File: config.mk
export PLATFORM = sky130hd
export DESIGN_NAME = imem_loader
export DESIGN_NICKNAME = d
export VERILOG_FILES = /design/src/rtl/imem_loader.sv
export SDC_FILE = /design/constraint.sdc
export NUM_CORES = 1
export LEC_CHECK = 0
export BUFFER_PORTS_ARGS = -buffer_cell sky130_fd_sc_hd__buf_2
export CORE_UTILIZATION = 52
export CTS_BUF_LIST = sky130_fd_sc_hd__clkbuf_16
export DETAILED_ROUTE_END_ITERATION = 12
export HOLD_SLACK_MARGIN = 0.03
export PLACE_DENSITY = 0.8
export SLEW_MARGIN = 20
export SYNTH_ARGS = -nofsm -noshare
export SYNTH_HDL_FRONTEND = slang
export SYNTH_SLANG_ARGS = --single-unit
File: constraint.sdc
create_clock -name clk -period 2.96 [get_ports clk]
set_input_delay 0.148 -clock clk [delete_from_list [all_inputs] [get_ports clk]]
set_output_delay 0.148 -clock clk [all_outputs]
set_load 0.01 [all_outputs]
File: src/rtl/imem_loader.sv
// Instruction encoder and sequential loader for the instruction memory.
// Packs field bundles into RV32 words, seals the image with a halt word.
module imem_loader #(
    parameter int DEPTH_LOG2 = 10
) (
    input  logic                  clk,
    input  logic                  rst_n,
    input  logic                  start,
    input  logic                  in_valid,
    output logic                  in_ready,
    input  logic [2:0]            in_kind,
    input  logic [4:0]            in_rd,
    input  logic [4:0]            in_rs1,
    input  logic [4:0]            in_rs2,
    input  logic [2:0]            in_funct3,
    input  logic [6:0]            in_funct7,
    input  logic [20:0]           in_imm,
    input  logic                  in_last,
    output logic                  imem_we,
    output logic [DEPTH_LOG2-1:0] imem_addr,
    output logic [31:0]           imem_wdata,
    output logic                  core_hold,
    output logic                  done,
    output logic [DEPTH_LOG2:0]   count,
    output logic                  overflow
);

    typedef enum logic [1:0] {
        IDLE,
        LOAD,
        SEAL,
        DONE
    } state_t;

    localparam logic [2:0] K_R      = 3'd0;
    localparam logic [2:0] K_IALU   = 3'd1;
    localparam logic [2:0] K_LOAD   = 3'd2;
    localparam logic [2:0] K_STORE  = 3'd3;
    localparam logic [2:0] K_BRANCH = 3'd4;
    localparam logic [2:0] K_JAL    = 3'd5;
    localparam logic [2:0] K_JALR   = 3'd6;
    localparam logic [2:0] K_HALT   = 3'd7;

    localparam logic [31:0] HALT_WORD = 32'h0000_007F;

    // Last slot is reserved for halt; PTR_PRE is the last slot for program words.
    localparam logic [DEPTH_LOG2-1:0] PTR_MAX = '1;
    localparam logic [DEPTH_LOG2-1:0] PTR_PRE = {{(DEPTH_LOG2-1){1'b1}}, 1'b0};

    state_t                state_q;
    logic [DEPTH_LOG2-1:0] ptr_q;
    logic [DEPTH_LOG2:0]   count_q;
    logic                  we_q;
    logic [DEPTH_LOG2-1:0] addr_q;
    logic [31:0]           wdata_q;
    logic                  hold_q;
    logic                  done_q;
    logic                  ovf_q;

    logic                  accept;
    logic [31:0]           word_d;

    function automatic logic [31:0] encode(
        input logic [2:0]  kind,
        input logic [4:0]  rd,
        input logic [4:0]  rs1,
        input logic [4:0]  rs2,
        input logic [2:0]  f3,
        input logic [6:0]  f7,
        input logic [20:0] imm
    );
        logic [31:0] w;
        w = 32'h0;
        unique case (kind)
            K_R:
                w = {f7, rs2, rs1, f3, rd, 7'b0110011};
            K_IALU:
                w = {imm[11:0], rs1, f3, rd, 7'b0010011};
            K_LOAD:
                w = {imm[11:0], rs1, f3, rd, 7'b0000011};
            K_STORE:
                w = {imm[11:5], rs2, rs1, f3, imm[4:0], 7'b0100011};
            K_BRANCH:
                w = {imm[12], imm[10:5], rs2, rs1, f3,
                     imm[4:1], imm[11], 7'b1100011};
            K_JAL:
                w = {imm[20], imm[10:1], imm[11], imm[19:12],
                     rd, 7'b1101111};
            K_JALR:
                w = {imm[11:0], rs1, 3'b000, rd, 7'b1100111};
            K_HALT:
                w = HALT_WORD;
            default:
                w = HALT_WORD;
        endcase
        return w;
    endfunction

    assign in_ready = (state_q == LOAD) && (ptr_q != PTR_MAX);
    assign accept   = in_valid && in_ready;

    assign word_d = encode(in_kind, in_rd, in_rs1, in_rs2,
                           in_funct3, in_funct7, in_imm);

    always_ff @(posedge clk or negedge rst_n) begin
        if (!rst_n) begin
            state_q <= IDLE;
            ptr_q   <= '0;
            count_q <= '0;
            we_q    <= 1'b0;
            addr_q  <= '0;
            wdata_q <= '0;
            hold_q  <= 1'b0;
            done_q  <= 1'b0;
            ovf_q   <= 1'b0;
        end else begin
            we_q <= 1'b0;
            unique case (state_q)
                IDLE, DONE: begin
                    if (state_q == DONE) begin
                        done_q <= 1'b1;
                        hold_q <= 1'b0;
                    end
                    if (start) begin
                        state_q <= LOAD;
                        ptr_q   <= '0;
                        count_q <= '0;
                        done_q  <= 1'b0;
                        ovf_q   <= 1'b0;
                        hold_q  <= 1'b1;
                    end
                end
                LOAD: begin
                    if (accept) begin
                        we_q    <= 1'b1;
                        addr_q  <= ptr_q;
                        wdata_q <= word_d;
                        ptr_q   <= ptr_q + 1'b1;
                        count_q <= count_q + 1'b1;
                        if (in_kind == K_HALT) begin
                            state_q <= DONE;
                        end else if (in_last) begin
                            state_q <= SEAL;
                        end else if (ptr_q == PTR_PRE) begin
                            // Program filled every non-reserved slot.
                            ovf_q   <= 1'b1;
                            state_q <= SEAL;
                        end
                    end else if (ptr_q == PTR_MAX) begin
                        ovf_q   <= 1'b1;
                        state_q <= SEAL;
                    end
                end
                SEAL: begin
                    we_q    <= 1'b1;
                    addr_q  <= ptr_q;
                    wdata_q <= HALT_WORD;
                    count_q <= count_q + 1'b1;
                    state_q <= DONE;
                end
                default: state_q <= IDLE;
            endcase
        end
    end

    assign imem_we    = we_q;
    assign imem_addr  = addr_q;
    assign imem_wdata = wdata_q;
    assign core_hold  = hold_q;
    assign done       = done_q;
    assign count      = count_q;
    assign overflow   = ovf_q;

endmodule

==> run metrics, run 1 <==
NetSw=0.00184 W; register area=1700 sq um; Detail Route Antenna Nets=0; detailed-route DRC error count=0; crit path max fanout=36; WP buf/inv=1; CP max-delay cell=and4_4; Hold Buf Count CTS=0; cell count after synthesis=407; most frequent cells in the layout=110 x buf_2, 68 x dfrtp_1, 49 x o21ai_0; WL/cell=16.7 um; vias in the first global route=3,455; GR Util All Layers=0.267; CP Class=reg -> reg; share of cells above drive strength 1=0.308; CTS tree=yes; Synth Area in Compound Gates=0.227; final wirelength=10.1 mm; P_int=0.00276 W; Distinct cells, synth=43; Max-cap violations=0; multi-input gate area in the final layout=1990 sq um; cts repair resizes=0; Final Critical Period=2400 ps; Synth Area in Simple Gates=0.164; FILL cells=585; clock skew=5.15 ps; CP delay by family, top=simple AND/OR/NAND/NOR gates; nets=561; IO Port Bufs=111; Core Rows=31; Clock Sink Count=68; clk slew on worst S/H paths=60 ps; ys flop type=dfrtp_1; final RePlAce weighted congestion=0.919; initial antenna violation count=0; Antenna Cells=0; final setup vio count=0; die area=7880 sq um; Seq/Total Area, Yosys=0.434; unrepaired setup endpoints after global routing=false; Syn Std Cell Area=3920 sq um; die height=88.8 um; Max Slew Vio Count=0; Synth async-reset ratio=1.00; largest family of logic cells by synthesized area=compound AO/OA/AOI/OAI gates; Avg Cell Area, Syn=9.63 sq um; Worst Path Arrival=2610 ps; pin slew with the least headroom to its limit=646 ps; Net Count, Synth=467; period utilisation layout=0.810; Setup Buffers After CTS=0; Flop pwr share=0.300; Hold Fails Final Rpt=0; Starting Density=0.540; hold slack=83.5 ps; Worst IR Drop VDD=518 uV; mux contribution to synthesized area=0.0996; Post-synth EDFFs=0; area delta synth->final=22.3%; IO Pins=112; Rel. slew slack=0.565; WP data required=3170 ps; Max clock buf depth=2; total gr overflow=0; clock network fraction of total power=0.227; outcome=finished, final reports clean; critical-path cell list=ha_1, and4_1, and4_4, or2_2, buf_4, mux2_4; largest net degree at the start of global routing=49; H-tree level count=3; dpl hpwl=7.13 mm; adder-cell share of the synthesized area=0.0192; type of origin of the critical path=flip-flop; synthesized flop and latch total=68; Comb power frac=0.473; DR iter-0 viols=257; CP Capture Type=flip-flop; most common cell after layout, fill and taps aside=buf_2; via count=3,645; Pleak=2.35 nW; Switching Share=0.400; via-per-instance ratio=6.02; DRT Pass-1 Iters=7; HP Class=in -> reg; later-pin clock latency in the skew report=330 ps; Fmax achieved=417 MHz; CTS buffer count=9; CP peak stage delay=490 ps; Setup TNS Final=0 ps; Post-Synth XOR/XNOR Area=0; Synth warnings=0; core area=7250 sq um; clk root buf=clkbuf_16; Die Width=88.8 um; first-pass GRT wire length=16.1 mm; pwr/cell area=960 nW/um^2
## final timing paths
| path | endpoint | slack, ps | cells past startpoint | from |
|---|---|---|---|---|
| worst min-delay path | done | 80 | 2 | start |
| worst max-delay path | imem_wdata[5] | 560 | 6 | ptr_q[1] |
| max in group asynchronous | imem_wdata[27] | 1980 | 3 | rst_n |
| worst min register to register | core_hold | 480 | 2 | core_hold |
| min in group asynchronous | count[1] | 370 | 2 | rst_n |
| worst max register to register | imem_wdata[5] | 560 | 6 | ptr_q[1] |
## cells by family (layout without fill, tap and decap cells)
| family | count (synthesis) | after routing |
|---|---|---|
| AO/OA/AOI/OAI | 136 | 136 |
| AND/OR/NAND/NOR | 119 | 119 |
| flip-flops | 68 | 68 |
| buffers and inverters | 46 | 145 |
| multiplexers | 32 | 32 |
| adder cells (fa/ha/maj) | 6 | 6 |
## worst reg2reg max path: cells and delay by family, from the launching register on
family | cells | cell delay (ps)
fa+ha+maj | 1 | 240
flops | 1 | 400
buf+inv | 1 | 240
simple gates | 3 | 1060
mux | 1 | 330
## flip-flops by register name, summed over array words and instances (netlist names)
name	cells
count	11
imem_we	1
overflow	1
ptr_q	10
imem_addr	10
imem_wdata	31
done	1
state_q	2
core_hold	1
## stage by stage
step | power (W) | utilization | std cells | cell area, sq um | setup slack (ps)
3_5_place_dp | 0.00353 | 0.618 | 588 | 4490 | 620
6_report | 0.00460 | 0.661 | 605 | 4790 | 562
5_1_grt | 0.00489 | 0.661 | 605 | 4790 | 510
2_1_floorplan | 0.00290 | - | 407 | 3920 | 830
4_1_cts | 0.00459 | 0.659 | 604 | 4780 | 604
3_3_place_gp | 0.00346 | 0.618 | 588 | 4490 | 695
## Yosys cell counts, types with 5 or more instances
| master | n | share of area |
|---|---|---|
| o21ai_0 | 49 | 0.063 |
| and3_1 | 8 | 0.013 |
| nor3_1 | 9 | 0.011 |
| ha_1 | 6 | 0.019 |
| nand2b_1 | 13 | 0.021 |
| nor2b_1 | 8 | 0.013 |
| a31oi_1 | 5 | 0.0080 |
| dfrtp_1 | 68 | 0.43 |
| nand2_1 | 28 | 0.027 |
| clkbuf_1 | 26 | 0.025 |
| and4_1 | 5 | 0.011 |
| nor2_1 | 15 | 0.014 |
| nand4_1 | 5 | 0.0080 |
| a22oi_1 | 5 | 0.0096 |
| a21oi_1 | 14 | 0.018 |
| a211o_1 | 8 | 0.018 |
| nand3_1 | 11 | 0.014 |
| inv_1 | 7 | 0.0067 |
| o31ai_1 | 29 | 0.056 |
| a2111oi_0 | 6 | 0.013 |
| mux2_4 | 13 | 0.050 |
| buf_6 | 5 | 0.014 |
| mux2i_1 | 15 | 0.038 |
| nor3b_1 | 7 | 0.013 |
## power groups by stage
stage               sequential (W)  clock (W)  combinational [W]
detailed placement         0.00139          0            0.00215
global placement           0.00139          0            0.00207
CTS                        0.00138    0.00105            0.00216
finish                     0.00138    0.00104            0.00218
global route               0.00140    0.00109            0.00239
floorplan                  0.00146          0            0.00144
## cell type report
type | instances | share of cell area
clock buffers | 9 | 0.0470
clock inverters | 7 | 0.0141
inverters | 8 | 0.00627
multi-input cells | 293 | 0.416
flip-flops and latches | 68 | 0.355
well taps | 99 | 0.0259
repair buffers | 121 | 0.135
## per-layer routing
metal	track usage	vias up	wire (um)
li1	-	1705	-
met1	0.342	1767	4420
met2	0.450	153	4950
met3	0.0429	20	558
met4	0.109	0	193
met5	0	-	0
No activity file was read; power rests on OpenSTA's default activity.
==> run 2: changes to the inputs <==
clock period = 2.4 ns   (was 2.96 ns; I/O delays follow)
==> run 2 against run 1 <==
Effect of this change:
- critical path type unchanged
- sequential share of layout area is 0.21 points lower
- via count is 0.36% higher
- clock power is 33% higher
- largest power group unchanged
- die area stayed put
- clock skew is 1.2 ps lower
==> run metrics, run 2 (synthesis results as in run 1) <==
Final Critical Period=2220 ps (-175 ps); largest net degree at the start of global routing=48 (-2.0%); CP peak stage delay=420 ps (-70 ps); final RePlAce weighted congestion=0.915 (-0.41%); clock skew=3.99 ps (-1.16 ps); Clock Sink Count=68 (unchanged); most frequent cells in the layout=111 x buf_2, 68 x dfrtp_1, 49 x o21ai_0; Worst R2R End=imem_wdata[5]; detailed-route DRC error count=0 (unchanged); IO Port Bufs=111 (unchanged); type of origin of the critical path=flip-flop; WP buf/inv=1 (unchanged); CP Class=reg -> reg; Core Rows=31 (unchanged); Hold Fails Final Rpt=0 (unchanged); Worst Path Arrival=2430 ps (-180 ps); first-pass GRT wire length=16.6 mm (+2.9%); Crit path depth=6 (unchanged); H-tree level count=3 (unchanged); area delta synth->final=23.0%; via-per-instance ratio=6.03 (about the same); setup slack, reg-to-reg=180 ps (-380 ps); DR iter-0 viols=213 (-17%); critical-path cell list=ha_1, and4_1, and4_4, or2_2, buf_12, mux2_4; CP Capture Type=flip-flop; Max Slew Vio Count=0 (unchanged); Pleak=2.38 nW (+1.1%); CTS buffer count=9 (unchanged); WP data required=2610 ps (-560 ps); most common cell after layout, fill and taps aside=buf_2; Antenna Cells=0 (unchanged); Starting Density=0.540 (unchanged); pin slew with the least headroom to its limit=804 ps (+158 ps); Setup TNS Final=0 ps (unchanged); Setup WS post-layout=177 ps (-385 ps); clk root buf=clkbuf_16; Max clock buf depth=2 (unchanged); pwr/cell area=1190 nW/um^2 (+24%); max FFs per register=31 (unchanged); crit path max fanout=47 (+31%); HP Class=in -> reg; final wirelength=10.3 mm (+1.9%); vias in the first global route=3,447 (-0.23%); CP delay by family, top=simple AND/OR/NAND/NOR gates; Critical R2R Launch=ptr_q[1]; via count=3,658 (+0.36%); nets=563 (+0.36%); Die Width=88.8 um (unchanged); CP startpoint=ptr_q[1]; Worst IR Drop VDD=715 uV (+38%); total gr overflow=0 (unchanged); outcome=finished, final reports clean; Max-cap violations=0 (unchanged); final setup vio count=0 (unchanged); worst r2r path cells=6 (unchanged); dpl ws=211 ps (-409 ps); dpl hpwl=6.97 mm (-2.2%); share of cells above drive strength 1=0.307 (-0.00121); CP max-delay cell=dfrtp_1; IO Pins=112 (unchanged); Setup Buffers After CTS=0 (unchanged); clk slew on worst S/H paths=50 ps (about the same); period utilisation layout=0.926 (+0.116); initial antenna violation count=0 (unchanged); GR Util All Layers=0.277 (+0.00994); WL/cell=17.0 um (+1.6%); DRT Pass-1 Iters=5 (-2); Detail Route Antenna Nets=0 (unchanged); later-pin clock latency in the skew report=330 ps (about the same); Critical Path End=imem_wdata[5]; die area=7880 sq um (unchanged); core area=7250 sq um (unchanged); unrepaired setup endpoints after global routing=false; CTS tree=yes; Fmax achieved=450 MHz (+7.9%); Rel. slew slack=0.464 (-0.101); die height=88.8 um (unchanged)
-- run 2: changes by cell type in the layout (fill, tap and decap cells not counted), sizes merged --
cell / delta
inv: +2
clkinv: -2
clkinvlp: -1
buf: +2
bufinv: +1
-- run 2: cell type report --
type / instances / area, sq um
fillers: 599 / 2430
multi-input cells: 293 / 1990
flip-flops and latches: 68 / 1700
repair buffers: 123 / 661
clock buffers: 9 / 225
well taps: 99 / 124
clock inverters: 7 / 83.8
inverters: 8 / 30.0
-- run 2: report_power, final --
part           switching, W  total, W  internal, W
Clock              0.000481   0.00138     0.000896
Sequential         0.000208   0.00170      0.00149
Combinational       0.00157   0.00268      0.00111
Total               0.00226   0.00575      0.00349
-- run 2: what timing repair did --
action	4_1_cts	5_1_grt
hold buffers	1	0
hold endpoints to repair	28	0
gates resized for setup	0	0
-- run 2: worst min-delay path by stage --
| stage | from | endpoint | slack (ps) | depth (start not counted) |
|---|---|---|---|---|
| floorplan | rst_n | core_hold | -180 | 0 |
| global placement | rst_n | count[7] | 210 | 1 |
| detailed placement | rst_n | overflow | 220 | 1 |
| CTS | start | done | 50 | 2 |
| global route | start | done | 50 | 2 |
| finish | start | done | 60 | 2 |
-- run 2: through the flow --
stage,hold WS [ps],power [W],util,cell area (sq um),cells
global route,53.5,0.00612,0.664,4820,607
global placement,214,0.00426,0.620,4500,590
floorplan,-176,0.00358,-,3920,407
detailed placement,221,0.00434,0.620,4500,590
finish,57.9,0.00575,0.664,4820,607
CTS,45.3,0.00575,0.664,4820,607
-- run 2: layer usage --
metal	vias up	track usage	share of wire
met2	156	0.424	0.47
met3	27	0.0550	0.060
met4	0	0.152	0.025
li1	1707	-	-
met5	-	0	0
met1	1768	0.368	0.45
